### src/rtl/store_drain_scheduler.sv
// store_drain_scheduler
//   Drains committed stores from the store queue head into the DCache one at a
//   time. It tracks how many committed stores are still undrained, issues a write
//   request for the head entry, and waits on an MSHR refill when a write misses.
//   A failed store-conditional at the head is released without any write.
//
//   Optional build macro: RSD_STORE_DRAIN_WATCHDOG_EN
//     When it is defined, an 8-bit counter bounds the time spent in WAIT_MSHR.
//     On expiry the FSM retries the write and pulses watchdogFire.
//     When it is undefined, WAIT_MSHR waits for the refill with no time limit and
//     watchdogFire is tied to 0.
//
//   Ports
//     clk, rst                        clock, asynchronous active-high reset
//     commitStore, commitStoreNum     stores committed this cycle and how many
//     storeQueueHeadPtr               current SQ head index
//     retiredStoreCondEnabled         head store writes (0 = failed SC, skip it)
//     dcWriteReqAck, dcWriteHit       DCache accepted the write, and whether it hit
//     storeHasAllocatedMSHR           a write that missed got an MSHR
//     storeMSHRID                     id of that MSHR
//     mshrFillDone                    per-MSHR refill-complete pulses
//     dcWriteReq                      write request to the DCache
//     retiredStoreQueuePtr            SQ entry being drained
//     releaseStoreQueueHead[EntryNum] release the SQ head (always 1 entry)
//     busyInRecovery, pendingCount    committed stores not yet drained
//     watchdogFire                    one-cycle pulse on an MSHR wait timeout
//
//   state     | meaning
//   ----------+-----------------------------------------------------------
//   IDLE      | no undrained committed stores
//   REQ       | head store is presented to the DCache (or skipped if SC failed)
//   WAIT_MSHR | write missed; waiting for the refill of the latched MSHR
module store_drain_scheduler #(
    parameter int SQ_INDEX_WIDTH     = 4,
    parameter int COMMIT_COUNT_WIDTH = 2,
    parameter int MSHR_NUM           = 2,
    localparam int MSHR_ID_WIDTH     = (MSHR_NUM > 1) ? $clog2(MSHR_NUM) : 1
) (
    input  logic                          clk,
    input  logic                          rst,
    input  logic                          commitStore,
    input  logic [COMMIT_COUNT_WIDTH-1:0] commitStoreNum,
    input  logic [SQ_INDEX_WIDTH-1:0]     storeQueueHeadPtr,
    input  logic                          retiredStoreCondEnabled,
    input  logic                          dcWriteReqAck,
    input  logic                          dcWriteHit,
    input  logic                          storeHasAllocatedMSHR,
    input  logic [MSHR_ID_WIDTH-1:0]      storeMSHRID,
    input  logic [MSHR_NUM-1:0]           mshrFillDone,
    output logic                          dcWriteReq,
    output logic [SQ_INDEX_WIDTH-1:0]     retiredStoreQueuePtr,
    output logic                          releaseStoreQueueHead,
    output logic [COMMIT_COUNT_WIDTH-1:0] releaseStoreQueueHeadEntryNum,
    output logic                          busyInRecovery,
    output logic [SQ_INDEX_WIDTH:0]       pendingCount,
    output logic                          watchdogFire
);

    // Two spare bits so an over-commit is still visible to the assertion below.
    localparam int CALC_W = SQ_INDEX_WIDTH + 2;
    localparam logic [CALC_W-1:0] SQ_DEPTH = CALC_W'(2 ** SQ_INDEX_WIDTH);

    typedef enum logic [1:0] {
        IDLE      = 2'd0,
        REQ       = 2'd1,
        WAIT_MSHR = 2'd2
    } state_t;

    state_t                     state;
    state_t                     nextState;
    logic [SQ_INDEX_WIDTH:0]    pendingCountQ;
    logic [MSHR_ID_WIDTH-1:0]   mshrIdQ;
    logic [CALC_W-1:0]          commitAdd;
    logic [CALC_W-1:0]          pendingNext;
    logic                       reqInt;
    logic                       releaseInt;
    logic                       missAllocated;
    logic                       fillSeen;
    logic                       wdExpire;

    // Request and release decode: depends only on state and inputs, kept apart
    // from the next-state logic so the pending-count update feeds it cleanly.
    always_comb begin
        reqInt        = 1'b0;
        releaseInt    = 1'b0;
        missAllocated = 1'b0;
        if (state == REQ) begin
            if (!retiredStoreCondEnabled) begin
                releaseInt = 1'b1;
            end else begin
                reqInt = 1'b1;
                if (dcWriteReqAck) begin
                    releaseInt    = dcWriteHit;
                    missAllocated = !dcWriteHit && storeHasAllocatedMSHR;
                end
            end
        end
    end

    assign commitAdd   = commitStore ? CALC_W'(commitStoreNum) : '0;
    assign pendingNext = CALC_W'(pendingCountQ) + commitAdd - CALC_W'(releaseInt);
    assign fillSeen    = mshrFillDone[mshrIdQ];

`ifdef RSD_STORE_DRAIN_WATCHDOG_EN
    logic [7:0] wdCount;

    // The counter sits at 0 outside WAIT_MSHR, so it reads 0 on the first cycle
    // in that state and 255 on the 256th; the timeout is taken on that cycle.
    always_ff @(posedge clk or posedge rst) begin
        if (rst) begin
            wdCount <= '0;
        end else if (state != WAIT_MSHR) begin
            wdCount <= '0;
        end else begin
            wdCount <= wdCount + 8'd1;
        end
    end

    assign wdExpire     = (state == WAIT_MSHR) && (wdCount == 8'hFF);
    // A refill arriving on the expiry cycle wins; no timeout is reported.
    assign watchdogFire = wdExpire && !fillSeen;
`else
    assign wdExpire     = 1'b0;
    assign watchdogFire = 1'b0;
`endif

    always_comb begin
        nextState = state;
        case (state)
            IDLE: begin
                // Commit in this cycle already counts, giving one-cycle latency.
                if (pendingNext != '0) nextState = REQ;
            end
            REQ: begin
                if (releaseInt) begin
                    nextState = (pendingNext == '0) ? IDLE : REQ;
                end else if (missAllocated) begin
                    nextState = WAIT_MSHR;
                end
            end
            WAIT_MSHR: begin
                if (fillSeen || wdExpire) nextState = REQ;
            end
            default: nextState = IDLE;
        endcase
    end

    always_ff @(posedge clk or posedge rst) begin
        if (rst) begin
            state         <= IDLE;
            pendingCountQ <= '0;
            mshrIdQ       <= '0;
        end else begin
            state         <= nextState;
            pendingCountQ <= pendingNext[SQ_INDEX_WIDTH:0];
            if (missAllocated) mshrIdQ <= storeMSHRID;
        end
    end

    assign dcWriteReq                    = reqInt;
    assign retiredStoreQueuePtr          = (state == REQ) ? storeQueueHeadPtr : '0;
    assign releaseStoreQueueHead         = releaseInt;
    assign releaseStoreQueueHeadEntryNum = COMMIT_COUNT_WIDTH'(releaseInt);
    assign pendingCount                  = pendingCountQ;
    assign busyInRecovery                = (pendingCountQ != '0);

    // Committing past the store queue depth is an upstream bug.
    pendingOverflow: assert property (@(posedge clk) disable iff (rst)
        pendingNext <= SQ_DEPTH)
        else $error("store_drain_scheduler: pending store count exceeds SQ depth");

endmodule
### config.mk
export PLATFORM = sky130hd
export DESIGN_NAME = store_drain_scheduler
export DESIGN_NICKNAME = d
export VERILOG_FILES = /design/src/rtl/store_drain_scheduler.sv
export SDC_FILE = /design/constraint.sdc
export NUM_CORES = 1
export LEC_CHECK = 0
export CAP_MARGIN = 15
export CORE_UTILIZATION = 41
export CTS_BUF_LIST = sky130_fd_sc_hd__clkbuf_16
export CTS_CLUSTER_SIZE = 8
export DETAILED_ROUTE_END_ITERATION = 8
export HOLD_SLACK_MARGIN = 0.03
export PLACE_DENSITY = 0.86
export SLEW_MARGIN = 20
export SYNTH_ARGS = -nofsm -noshare
export SYNTH_HDL_FRONTEND = slang
export SYNTH_SLANG_ARGS = --single-unit
### constraint.sdc
create_clock -name clk -period 3.2 [get_ports clk]
set_clock_uncertainty 0.2 [all_clocks]
set_input_delay 0.32 -clock clk [delete_from_list [all_inputs] [get_ports clk]]
set_output_delay 0.32 -clock clk [all_outputs]
set_load 0.02 [all_outputs]
* Yosys cells after proc, flatten, opt, wreduce, memory -nomap -nowiden
Cells that the tools add are included.
** Word-level totals
- Flip-flop bits (word level) :: 8
- Bits of input ports :: 16
- Output and inout bits :: 15
- Logic and storage cells :: 36
** Cells by class
- Add/subtract/negate cells :: 2
- Magnitude comparators :: 1
- Equality and inequality tests :: 5
- Multiplexer cells :: 18
- Reduce and logical (&&, ||, !) cells :: 7
** Operators with widths (number)
- $mux W1 :: 11
- $mux W2 :: 5
- $add A5 B2 Y6 :: 1
- $logic_not A6 Y1 :: 1
- $pmux W2 S3 :: 1
- $reduce_bool A6 Y1 :: 1
- $sub A6 B1 Y6 :: 1
- $reduce_bool A5 Y1 :: 1
- $mux W4 :: 1
- $ne A2 B2 Y1 const B :: 2
- $ne A3 B3 Y1 const B :: 1
- $reduce_and A3 Y1 :: 1
- $eq A2 B1 Y1 const B :: 1
- $eq A2 B2 Y1 const B :: 1
- $logic_not A2 Y1 :: 1
- $lt A1 B2 Y1 const B :: 1
- $logic_and A1 B1 Y1 :: 1
- $logic_not A1 Y1 :: 1

* Logic depth before layout (Yosys ltp)
Gate-level depths: netlist of the first run.
- Word-level depth :: 8
- Mapped depth :: 11
- Gate-level depth less buffers :: 11

* Worst setup path before layout of the first run
Ideal clock, no wire load.
- Kind :: reg-to-reg
- Start :: register state[1]
- End :: register state[0]
- Library setup time :: 0.129 ns
- Data arrival time :: 2.617 ns
- Data required time :: 2.871 ns
- Slack :: 0.254 ns
- Stages on the path, launching flop included :: 10
- Path buffers :: 0
- Clock period less this slack :: 2.946 ns
- Cell sequence :: dfrtp_1 > nor3_1 > ha_1 > inv_1 > ha_1 > fa_1 > nor3_1 > nand2_1 > a2111oi_2 > o2bb2ai_1
** Between the ends
- Word-level cells in the longest chain between the ends :: 7
- Elaborated cells between the ends (all ways) :: 15
- Those cells by class :: add/sub (1); eq/ne (5); mux (5); reduce/logical (4)
** RTL lines
- start: declaration :: RTL line 69 : state_t state;
- start signal: assignment :: RTL line 154 : state <= nextState;
- $eq A2 B1 Y1 (*) :: RTL line 87 : if (state == REQ) begin
- $mux W1 (*) :: RTL line 87
- net releaseStoreQueueHead :: RTL line 52 : output logic releaseStoreQueueHead,
- $sub A6 B1 Y6 (*) :: RTL line 101 : assign pendingNext = CALC_W'(pendingCountQ) + commitAdd - CALC_W'(releaseInt);
- net pendingNext[1] :: RTL line 74 : logic [CALC_W-1:0] pendingNext;
- $logic_not A6 Y1 :: RTL line 136 : nextState = (pendingNext == '0) ? IDLE : REQ;
- $mux W1 :: RTL line 136
- $mux W2 :: RTL line 135 : if (releaseInt) begin
- $pmux W2 S3 :: RTL line 129 : case (state)
The timed path passes the listed nets; every way through them passes the cells marked *.
A chain may end at the register's enable or synchronous reset.

* Worst setup path after layout of the first run
- Start :: input retiredStoreCondEnabled
- End :: register state[0]
** Between the ends
- Word-level cells in the longest chain between the ends :: 7
- Elaborated cells between the ends (all ways) :: 13
- Those cells by class :: add/sub (1); eq/ne (2); mux (7); reduce/logical (3)
** RTL lines
- start: declaration :: RTL line 44 : input logic retiredStoreCondEnabled,
- $mux W1 :: RTL line 88 : if (!retiredStoreCondEnabled) begin
- $mux W1 :: RTL line 87
- $sub A6 B1 Y6 :: RTL line 101
- $logic_not A6 Y1 :: RTL line 136
- $mux W1 :: RTL line 136
- $mux W2 :: RTL line 135
- $pmux W2 S3 :: RTL line 129
Several ways; a longest one is shown, not always the timed one.

==> impl_results.md, run 1 <==
* Top-Level Pins at 31
* Die width at 43.3 um
* CORE AREA at 1540 sq um
* Antenna viol nets, final at 0
* Commonest non-fill, non-tap cell in the layout: clkdlybuf4s50_1
* CP Max Fanout at 4
* Sw frac at 44.3%
* Crit path time final at 2.94 ns
* Worst vdd ir at 663 uV
* Port Buffer Count at 28
* Row count at 14
* Count of different cell masters after synthesis at 29
* Comb pwr share at 67.3%
* Most used cell, CP: ha_1
* Vias in the first global route at 627
* H-tree levels at 1
* Mean post-synth cell area at 8.74 sq um
* Antenna violations before repair at 0
* CP top delay family: adder cells
* Detailed Routing Iterations Pass 1 at 4
* Data arrival time of the worst path at 2.85 ns
* Worst min-delay path class: primary input to async pin
* Post-synth top area cell: dfrtp_1
* Yosys top cell area share at 28.6%
* Total track usage at 20.4%
* Yosys warning count at 0
* Tcrit/Tclk final at 91.9%
* Crit path cell chain: clkdlybuf4s50_1 -> a21boi_2 -> nor3_2 -> ha_1 -> inv_1 -> ha_1 -> fa_1 -> o21ai_0 -> nand2_1 -> a2111oi_2 -> o2bb2ai_1
* Via density at 5.34
* Endpoints failing setup at 0
* Hold Buf Count CTS at 0
* Initial Util at 45.4%
* Power Total at 0.00123 W
* WL final at 1.61 mm
* Layout cell share with drive strength beyond 1 at 14.5%
* Unrepaired setup endpoints after global routing: no
* First-pass GRT wire length at 2.73 mm
* WS Path Type: primary input to register
* #FFs+latches synth at 8
* Crit path buf inv count at 2
* Max Transition Viols Final at 0
* Placer congestion estimate at 0.758
* # diodes at 0
* Clk sinks at 8
* Setup Total Neg Slack at 0 ns
* Pint at 0.000685 W
* Largest net degree at the start of global routing at 9
* Clock Power Share at 17.1%
* Residual DRC at 0
* End-of-flow core utilization at 69.6%
* CP Launch Type: primary input
* CP max stage cell: clkdlybuf4s50_1
* Area Growth Syn to Fin at 53.3%
* Post-synthesis sequential area ratio at 28.6%
* Root buffer cell: clkbuf_16
* Synthesized cell area at 699 sq um
* FMAX at 340 MHz
* Flop pwr share at 15.7%
* WL/cell at 12.8 um
* Synth area leaders: dfrtp_1 29%, ha_1 14%, inv_1 5.9%, a2111oi_2 4.3%, and2_1 3.6%
* Total Die Area at 1870 sq um
* Clock Path Buffers at 2
* TritonCTS Buffers at 3
* Static Leak at 0.495 nW
* Nets@finish at 137
* Status: completed
* 1st-iter DRT viols at 9
* Clock-pin slew of the registers on the worst-case setup and hold paths at 0.04 ns
* Cell count after synthesis at 80
* GRT overflow at 0
* PD cells at 1150 nW/um^2
* DP HPWL at 1.20 mm
* WP data required at 3.11 ns
* CTS tree: built
* Psw at 0.000545 W
* Setup crit end kind: register
* Y dimension of the die at 43.3 um
* Count of maximum capacitance violations at 0
* DR vias at 673
* Most frequent cells in the layout: 28 x clkdlybuf4s50_1, 11 x inv_1, 8 x ha_1, 8 x dfrtp_1, 6 x nor2_1
* Slowest stage delay, CP at 0.46 ns
* Final hold vios at 0
* Clk Latency, worst-skew pair at 0.23 ns
==> cells in the mapped netlist <==
| library cell | number |
|---|---|
| dfrtp_1 | 8 |
| conb_1 | 1 |
| nor2_1 | 6 |
| a2111oi_2 | 2 |
| nand3_1 | 1 |
| mux2_2 | 1 |
| a21oi_1 | 3 |
| nor2_2 | 1 |
| and3_2 | 2 |
| inv_2 | 1 |
| o211ai_1 | 1 |
| a31o_2 | 1 |
| o2bb2ai_1 | 1 |
| nor3_1 | 5 |
| buf_4 | 3 |
| nor4_2 | 1 |
| and2_1 | 4 |
| a21oi_2 | 1 |
| xnor2_1 | 2 |
| nor2b_1 | 1 |
| inv_1 | 11 |
| ha_1 | 8 |
| nand2_1 | 5 |
| mux2i_1 | 2 |
| a21boi_0 | 1 |
| xor2_1 | 1 |
| fa_1 | 1 |
| a21o_1 | 1 |
| o21ai_0 | 4 |
==> cells by family after synthesis <==
family | count (synthesis) | synth area share (%)
AOI/OAI and AO/OA | 15 | 16.3
other | 1 | 0.536
muxes | 3 | 4.47
and+or+nand+nor | 26 | 19.5
buffers and inverters | 15 | 9.66
DFF | 8 | 28.6
xor gates and xnor gates | 3 | 3.76
adders and majority gates | 9 | 17.2
==> final cells by class <==
type / instances / area [sq um]
flip-flops and latches: 8 / 200
well taps: 16 / 20.0
repair buffers: 29 / 288
clock buffers: 3 / 75.1
fillers: 137 / 469
multi-input cells: 58 / 444
inverters: 12 / 45.0
==> repair_timing <==
item / 4_1_cts / 5_1_grt
gates resized for setup: 0 / 3
setup buffers: 0 / 0
setup endpoints to repair: 0 / 1
==> through the flow <==
| step | setup slack [ns] | cells | area [sq um] | hold slack (ns) |
|---|---|---|---|---|
| floorplan | 0.254 | 81 | 703 | -0.0643 |
| global placement | 0.146 | 123 | 988 | 0.314 |
| global route | 0.0558 | 126 | 1070 | 0.191 |
| CTS | 0.128 | 126 | 1060 | 0.164 |
| finish | 0.260 | 126 | 1070 | 0.147 |
| detailed placement | 0.0432 | 123 | 988 | 0.328 |
==> final timing paths <==
kind                                    startpoint        to  slack [ns]  cells after the start
hold reg to reg                            mshrIdQ   mshrIdQ        0.34                      1
min in group clk                           mshrIdQ   mshrIdQ        0.34                      1
setup reg to reg                          state[1]  state[0]        0.45                      9
setup / recovery           retiredStoreCondEnabled  state[0]        0.26                     11
max in group asynchronous                      rst   mshrIdQ        2.42                      2
hold / removal                                 rst  state[0]        0.15                      2
==> power groups by stage <==
| stage | clock [W] | sequential, W | combinational [W] |
|---|---|---|---|
| finish | 0.000210 | 0.000193 | 0.000827 |
| global route | 0.000217 | 0.000198 | 0.000918 |
| CTS | 0.000209 | 0.000192 | 0.000824 |
| detailed placement | 0 | 0.000192 | 0.000799 |
| global placement | 0 | 0.000189 | 0.000771 |
| floorplan | 0 | 0.000226 | 0.000532 |
==> state kept, by name (all words and copies together), names as in the netlist <==
name          flops
mshrIdQ           1
pendingCount      5
state             2
==> per-layer routing <==
| metal | wire, um | share of wire (%) | global-route usage [%] |
|---|---|---|---|
| met5 | 0 | 0 | 0 |
| met3 | 84 | 5.2 | 2.55 |
| met4 | 4 | 0.25 | 10.9 |
| met2 | 874 | 54 | 36.1 |
| met1 | 649 | 40 | 23.5 |
(Power assumes the default switching activity.)
==> run 2: changes to the inputs <==
CELL_PAD_IN_SITES_DETAIL_PLACEMENT = 1   (was not set)
CELL_PAD_IN_SITES_GLOBAL_PLACEMENT = 1   (was not set)
CORE_UTILIZATION = 29   (was 41)
PLACE_DENSITY = not set   (was 0.86)
PLACE_DENSITY_LB_ADDON = 0.1   (was not set)
==> run 2 against run 1 <==
Net effect: global-route usage is 3.7 points lower; critical endpoint unchanged; largest power group unchanged; sequential power about the same; register-to-register slack is essentially flat; clock-buffer cell count is the same.
==> impl_results.md, run 2 (same netlist as run 1, synthesis figures left out) <==
* Status: completed
* DP HPWL at 1.53 mm (+27%)
* Crit path time final at 3.07 ns (+0.130 ns)
* Min Hold Slack at 0.147 ns (+0.000315 ns)
* Top-Level Pins at 31 (unchanged)
* PD cells at 1140 nW/um^2 (-0.63%)
* Max Transition Viols Final at 0 (unchanged)
* 1st-iter DRT viols at 5 (-4)
* Row count at 17 (+3)
* Vias in the first global route at 718 (+15%)
* # fillers at 262 (+91%)
* WL final at 1.86 mm (+15%)
* Total Die Area at 2610 sq um (+39%)
* DR vias at 656 (-2.5%)
* Placed cell count at 136 (+11%)
* Antenna violations before repair at 0 (unchanged)
* Port Buffer Count at 28 (unchanged)
* Clk Latency, worst-skew pair at 0.23 ns (about the same)
* Most frequent cells in the layout: 28 x clkdlybuf4s50_1, 11 x inv_1, 8 x ha_1, 8 x dfrtp_1, 6 x nor2_1
* CP Max Fanout at 2 (-2)
* WL/cell at 13.4 um (+4.6%)
* Largest net degree at the start of global routing at 9 (unchanged)
* Data arrival time of the worst path at 2.98 ns (+0.13 ns)
* FMAX at 326 MHz (-4.2%)
* WS Path Type: primary input to register
* Area Growth Syn to Fin at 56.0%
* CORE AREA at 2230 sq um (+45%)
* Detailed Routing Iterations Pass 1 at 4 (unchanged)
* Commonest non-fill, non-tap cell in the layout: clkdlybuf4s50_1
* # Post-CTS Setup Buffers at 0 (unchanged)
* H-tree levels at 1 (unchanged)
* Residual DRC at 0 (unchanged)
* Worst vdd ir at 531 uV (-20%)
* First-pass GRT wire length at 3.13 mm (+15%)
* Die width at 51.1 um (+18%)
* Layout cell share with drive strength beyond 1 at 14.4% (-0.13 points)
* Total track usage at 16.7% (-3.7 points)
* Non-Filler Instances at 139 (+10%)
* GRT overflow at 0 (unchanged)
* Nets@finish at 138 (+0.73%)
* TritonCTS Buffers at 3 (unchanged)
* Antenna viol nets, final at 0 (unchanged)
* # diodes at 0 (unchanged)
* Placer congestion estimate at 0.683 (-10%)
* Final hold vios at 0 (unchanged)
* Static Leak at 0.499 nW (+0.77%)
* Tcrit/Tclk final at 95.9% (+4.1 points)
* Endpoints failing setup at 0 (unchanged)
* CTS tree: built
* CP Launch Type: primary input
* Clock Path Buffers at 2 (unchanged)
* Clock-pin slew of the registers on the worst-case setup and hold paths at 0.04 ns (about the same)
* Count of maximum capacitance violations at 0 (unchanged)
* Largest register FFs at 5 (unchanged)
* Via density at 4.72 (-12%)
* WP data required at 3.11 ns (about the same)
* Clk sinks at 8 (unchanged)
* Root buffer cell: clkbuf_16
* Y dimension of the die at 51.1 um (+18%)
* Initial Util at 31.3% (-14 points)
* Worst min-delay path class: primary input to async pin
* Setup crit end kind: register
## run 2: path summary, 6_finish.rpt
path / endpoint / start / slack [ns] / cells after the start
min in group clk: mshrIdQ / mshrIdQ / 0.33 / 1
max in group asynchronous: pendingCount[2] / rst / 2.42 / 2
hold / removal: mshrIdQ / rst / 0.15 / 2
setup reg to reg: state[0] / state[1] / 0.46 / 9
setup / recovery: state[0] / retiredStoreCondEnabled / 0.13 / 11
hold reg to reg: mshrIdQ / mshrIdQ / 0.33 / 1
## run 2: cell type report
type	count	area [sq um]	share of cell area, %
multi-input cells	58	440	40.4
clock buffers	3	75.1	6.88
flip-flops and latches	8	200	18.3
well taps	28	35.0	3.21
repair buffers	30	295	27.1
inverters	12	45.0	4.13
## run 2: timing repair
item                                    CTS  global route
hold buffers                              0             0
gates resized for setup                   0             1
endpoints found under the setup margin    0             1
## run 2: per-layer routing
layer  routed length [um]  track usage (%)  share of wire [%]  up-vias
met1                  847             20.5                 46      297
li1                     -                -                  -      331
met3                   63            0.893                3.4        4
met5                    0                0                  0        -
met2                  910             28.7                 49       24
met4                   39             9.72                2.1        0
## run 2: metrics by stage
| stage | power (W) | utilization, % | area, sq um | worst slack, ns | TNS (ns) |
|---|---|---|---|---|---|
| detailed placement | 0.00103 | 45.3 | 1010 | -0.0145 | -0.0145 |
| floorplan | 0.000758 | - | 703 | 0.254 | 0 |
| global route | 0.00136 | 48.9 | 1090 | -0.0674 | -0.0674 |
| CTS | 0.00126 | 48.6 | 1090 | 0.151 | 0 |
| global placement | 0.00101 | 45.3 | 1010 | 0.109 | 0 |
| finish | 0.00124 | 48.9 | 1090 | 0.131 | 0 |
## run 2: power breakdown
part / switching [W] / internal, W
Clock: 0.0000493 / 0.000161
Combinational: 0.000460 / 0.000379
Sequential: 0.0000398 / 0.000154
## run 2: worst max-delay path, stage by stage
cell	delay [ns]
clkdlybuf4s50_1	0.47
a21boi_0	0.35
nor3_2	0.10
ha_1	0.31
inv_1	0.07
ha_1	0.20
fa_1	0.45
nor3_1	0.23
nand2_1	0.11
a2111oi_2	0.28
o2bb2ai_1	0.11
